[config.mk]
export PLATFORM = sky130hd
export DESIGN_NAME = add12u_share_arb
export DESIGN_NICKNAME = d
export VERILOG_FILES = /design/src/rtl/add12u_share_arb.sv
export SDC_FILE = /design/constraint.sdc
export NUM_CORES = 1
export LEC_CHECK = 0
export ABC_AREA = 1
export CAP_MARGIN = 20
export CORE_AREA = 2 2 81 83
export CTS_CLUSTER_DIAMETER = 60
export DETAILED_ROUTE_END_ITERATION = 16
export DIE_AREA = 0 0 83 85
export GPL_ROUTABILITY_DRIVEN = 0
export PLACE_DENSITY = 0.84
export SETUP_SLACK_MARGIN = 0.15
export SLEW_MARGIN = 20
export SYNTH_ARGS = -nofsm -noshare
export SYNTH_HDL_FRONTEND = slang
export SYNTH_SLANG_ARGS = --single-unit
[constraint.sdc]
create_clock -name clk -period 9.1 [get_ports clk]
set_input_delay 1.82 -clock clk [delete_from_list [all_inputs] [get_ports clk]]
set_output_delay 1.82 -clock clk [all_outputs]
set_load 0.03 [all_outputs]
[src/rtl/add12u_share_arb.sv]
// add12u_share_arb: round-robin arbiter and sequencer sharing one external
// combinational 12-bit unsigned adder (13-bit sum) between NREQ requesters.
// The result is captured in a single-entry register with valid/ready handshakes.
// Optional error monitor: define ADD12U_ARB_ERRMON_EN to add err_cnt/err_max.
module add12u_share_arb #(
  parameter int NREQ = 4,
  parameter int IDW  = 2
) (
  input  logic                 clk,
  input  logic                 rst,
  input  logic [NREQ-1:0]      req_valid,
  output logic [NREQ-1:0]      req_ready,
  input  logic [12*NREQ-1:0]   req_a,
  input  logic [12*NREQ-1:0]   req_b,
  output logic [11:0]          add_a,
  output logic [11:0]          add_b,
  input  logic [12:0]          add_o,
  output logic                 res_valid,
  input  logic                 res_ready,
  output logic [12:0]          res_sum,
  output logic [IDW-1:0]       res_id
`ifdef ADD12U_ARB_ERRMON_EN
  ,
  output logic [15:0]          err_cnt,
  output logic [12:0]          err_max
`endif
);

  typedef enum logic {EMPTY = 1'b0, FULL = 1'b1} state_t;

  state_t         state_reg, state_next;
  logic [12:0]    sum_reg, sum_next;
  logic [IDW-1:0] id_reg, id_next;
  logic [IDW-1:0] ptr_reg, ptr_next;

  logic           grant_found;
  logic [IDW-1:0] grant_idx;
  logic           can_accept;
  logic           xfer;

  logic [11:0]    a_arr [NREQ];
  logic [11:0]    b_arr [NREQ];

  // Unpack the flat operand buses into per-requester lanes.
  for (genvar gi = 0; gi < NREQ; gi++) begin : g_unpack
    assign a_arr[gi] = req_a[12*gi +: 12];
    assign b_arr[gi] = req_b[12*gi +: 12];
  end

  // Round-robin scan starting at the pointer; first valid requester wins.
  always_comb begin
    int             idx;
    logic [NREQ-1:0] rv_shift;
    grant_found = 1'b0;
    grant_idx   = '0;
    idx         = 0;
    rv_shift    = '0;
    for (int k = 0; k < NREQ; k++) begin
      idx = int'(ptr_reg) + k;
      if (idx >= NREQ) idx = idx - NREQ;
      rv_shift = req_valid >> idx;
      if (!grant_found && rv_shift[0]) begin
        grant_found = 1'b1;
        grant_idx   = IDW'(idx);
      end
    end
  end

  // Drive the shared adder from the granted lane even while stalled, so its
  // output stays stable; idle bus is zero.
  always_comb begin
    add_a = 12'd0;
    add_b = 12'd0;
    for (int j = 0; j < NREQ; j++) begin
      if (grant_found && grant_idx == IDW'(j)) begin
        add_a = a_arr[j];
        add_b = b_arr[j];
      end
    end
  end

  // The result slot can take a new sum when empty or when it is being drained
  // this same cycle; nothing is granted while reset is asserted.
  assign can_accept = (state_reg == EMPTY) || res_ready;
  assign xfer       = grant_found && can_accept && !rst;
  assign req_ready  = xfer ? (NREQ'(1) << grant_idx) : '0;

  // Next-state logic: capture on transfer, otherwise drain or hold.
  always_comb begin
    state_next = state_reg;
    sum_next   = sum_reg;
    id_next    = id_reg;
    ptr_next   = ptr_reg;
    if (xfer) begin
      state_next = FULL;
      sum_next   = add_o;
      id_next    = grant_idx;
      ptr_next   = (grant_idx == IDW'(NREQ - 1)) ? '0 : grant_idx + IDW'(1);
    end else if (state_reg == FULL && res_ready) begin
      state_next = EMPTY;
    end
  end

  // State and result registers.
  always_ff @(posedge clk) begin
    if (rst) begin
      state_reg <= EMPTY;
      sum_reg   <= 13'd0;
      id_reg    <= '0;
      ptr_reg   <= '0;
    end else begin
      state_reg <= state_next;
      sum_reg   <= sum_next;
      id_reg    <= id_next;
      ptr_reg   <= ptr_next;
    end
  end

  assign res_valid = (state_reg == FULL);
  assign res_sum   = sum_reg;
  assign res_id    = id_reg;

`ifdef ADD12U_ARB_ERRMON_EN
  logic [12:0] ref_sum;
  logic [12:0] err_abs;
  logic [15:0] err_cnt_reg;
  logic [12:0] err_max_reg;

  // Exact reference sum and absolute deviation of the external adder.
  always_comb begin
    ref_sum = {1'b0, add_a} + {1'b0, add_b};
    err_abs = (add_o >= ref_sum) ? (add_o - ref_sum) : (ref_sum - add_o);
  end

  // Count erroneous transfers (saturating) and track the worst deviation.
  always_ff @(posedge clk) begin
    if (rst) begin
      err_cnt_reg <= 16'd0;
      err_max_reg <= 13'd0;
    end else if (xfer) begin
      if (add_o != ref_sum && err_cnt_reg != 16'hFFFF)
        err_cnt_reg <= err_cnt_reg + 16'd1;
      if (err_abs > err_max_reg)
        err_max_reg <= err_abs;
    end
  end

  assign err_cnt = err_cnt_reg;
  assign err_max = err_max_reg;
`endif

endmodule

==> out/results.txt <==
FMAX -> 127 MHz
Mapped Nets -> 587
Initial antenna violation count -> 0
Worst r2r src -> ptr_reg[0]
Clock skew -> 0.00155 ns
Area delta synth->final -> 66.7%
CP arrival -> 6.05 ns
Slew @ Worst Pin -> 0.936 ns
Die span in x -> 83 um
Setup repair bufs after CTS -> 0
H-tree depth -> 1
Uppermost layer routed -> met4
Core area -> 6200 sq um
Max FFs per register -> 13
DRT met1 WL -> 3.41 mm
CTS root buf -> clkbuf_8
# IOs -> 160
Fin cells -> 676
Yosys reg bits -> 18
Wire per inst -> 13.0 um
Total track usage -> 23.6%
Num CTS Buffers -> 3
Status -> finished, final reports clean
Row count -> 29
DP Cell Count -> 673
Post-DRT Antenna Nets -> 0
CTS tree -> built
Via Count -> 3305
Fill cells -> 585
Period utilization -> 86.5%
Residual DRC count -> 0
Final WL -> 8.81 mm
Mapped Avg Cell Area -> 5.06 sq um
DPL Wire Length -> 6.83 mm
Initial Utilization -> 37.9%
Hold buffer count at cts -> 0
Clock net sink count -> 18
CP Data Required Time -> 7.28 ns
Cell repeated most along the worst path -> nand2_1
Final setup fails -> 0
CP max FO -> 26
Resized cells post-CTS -> 0
Synthesized area -> 2350 sq um
CP Class -> in2out
DRT Pass-1 Iters -> 5
Via/cell ratio -> 4.89
Die Area -> 7060 sq um
Total grt overflow -> 0
Worst path max stage delay -> 0.87 ns
Tmin final -> 7.87 ns
Post-synthesis sequential area ratio -> 15.3%
Maximum clock insertion buffer count -> 2
Port bufs -> 159
Share of cells above drive strength 1 -> 1.84%
Area occupied by multi-input gates -> 1460 sq um
Met3 routed WL -> 867 um
Critical Path End Type -> primary output
Synth cell types -> 20
Type of the most critical hold path -> reg2reg
Clk Latency, worst-skew pair -> 0.26 ns
Largest net degree at the start of global routing -> 78
Start point of the worst hold path -> res_sum[8]
ANT cells -> 0
Crit path from -> req_valid[1]
Max cap viols -> 0
Relative slew slack -> 37.6%
Post-Syn Instances -> 464
Worst path cell trace -> clkdlybuf4s50_1 > inv_1 > nand2_1 > nand3_1 > nand2_1 > nor2_4 > nand3b_1 > o21ai_0 > ha_1 > nand2_1 > nand3_1 > nand2_1 > nand2_1 > clkdlybuf4s50_1
Setup total negative slack -> 0 ns
Slew Viols, Final -> 0
FF+latch area -> 360 sq um
Clock-pin slew on the worst setup and hold paths -> 0.06 ns
RSZ-0062 raised after global routing -> false
YS warnings -> 0
Number of global-route vias before repair -> 3015
Worst path slowest cell -> ha_1
Layout Nets -> 724
Crit path launch type -> primary input
Fin. Hold Viols -> 0
Die Span Y -> 85 um
First-pass GRT wire length -> 13.9 mm
DR WL met2 -> 4.27 mm
DR iter-0 viols -> 114
-- final timing paths --
kind | endpoint | slack, ns | cells after the start
max | add_b[1] | 1.23 | 14
min | res_sum[8] | 0.47 | 2
max reg2reg | res_sum[3] | 5.83 | 11
min reg2reg | res_sum[8] | 0.47 | 2
-- cell usage after synthesis, drive strengths merged --
cell    number  area, sq um
ha           7         87.6
a21oi        2         10.0
dfxtp       18          360
clkbuf      10         37.5
inv         86          323
nand4        2         12.5
nor2        32          128
nand2      154          581
nand3      121          611
o21ai        5         25.0
nand3b       1         7.51
clkinv       7         26.3
buf         19          140
-- layout by cell type, fill, tap and decap left out --
cell type and n:
nand4_1 2, inv_1 83, ha_1 7, nor2_1 31
nor2_4 1, clkbuf_8 3, buf_4 2, nand3_2 1
clkdlybuf4s50_1 159, o21ai_0 5, nand2_2 1, a21oi_1 2
dfxtp_1 18, nand3_1 120, inv_2 3, clkinv_1 7
nand3b_1 1, nand2_1 153
-- stage by stage --
step	hold WS, ns	setup slack [ns]	util [%]	instance area (sq um)
3_5_place_dp	0.461	1.23	62.4	3870
4_1_cts	0.469	1.22	63.1	3920
2_1_floorplan	0.528	3.28	-	2350
6_report	0.466	1.23	63.1	3920
5_1_grt	0.490	0.845	63.1	3920
3_3_place_gp	0.453	1.47	62.4	3870
-- kinds of logic after synthesis --
| family | count (synthesis) | share of synthesized area, % |
|---|---|---|
| AOI/OAI and AO/OA | 7 | 1.49 |
| DFF | 18 | 15.3 |
| adders and majority gates | 7 | 3.73 |
| buffers and inverters | 122 | 22.4 |
| and+or+nand+nor | 310 | 57.0 |
-- critical path: cells and delay by family --
kind | cells | cell delay, ns
compound gates | 1 | 0.43
fa+ha+maj | 1 | 0.87
buf+inv | 3 | 1.15
simple gates | 9 | 1.76
-- cell type report --
type	instances	area share (%)
Timing Repair Buffer	161	41.0
Multi-Input combinational cell	324	37.3
Sequential cell	18	9.20
Inverter	93	8.92
Tap cell	77	2.46
Clock buffer	3	1.05
-- per-layer routing --
layer | vias up | global-route usage (%)
met5 | - | 0
met4 | 0 | 8.79
met3 | 21 | 4.28
met2 | 158 | 43.5
met1 | 1450 | 27.2
li1 | 1676 | -
Power is not shown: default switching activity piles up to over one toggle a cycle in this logic, so the estimate is an artifact.
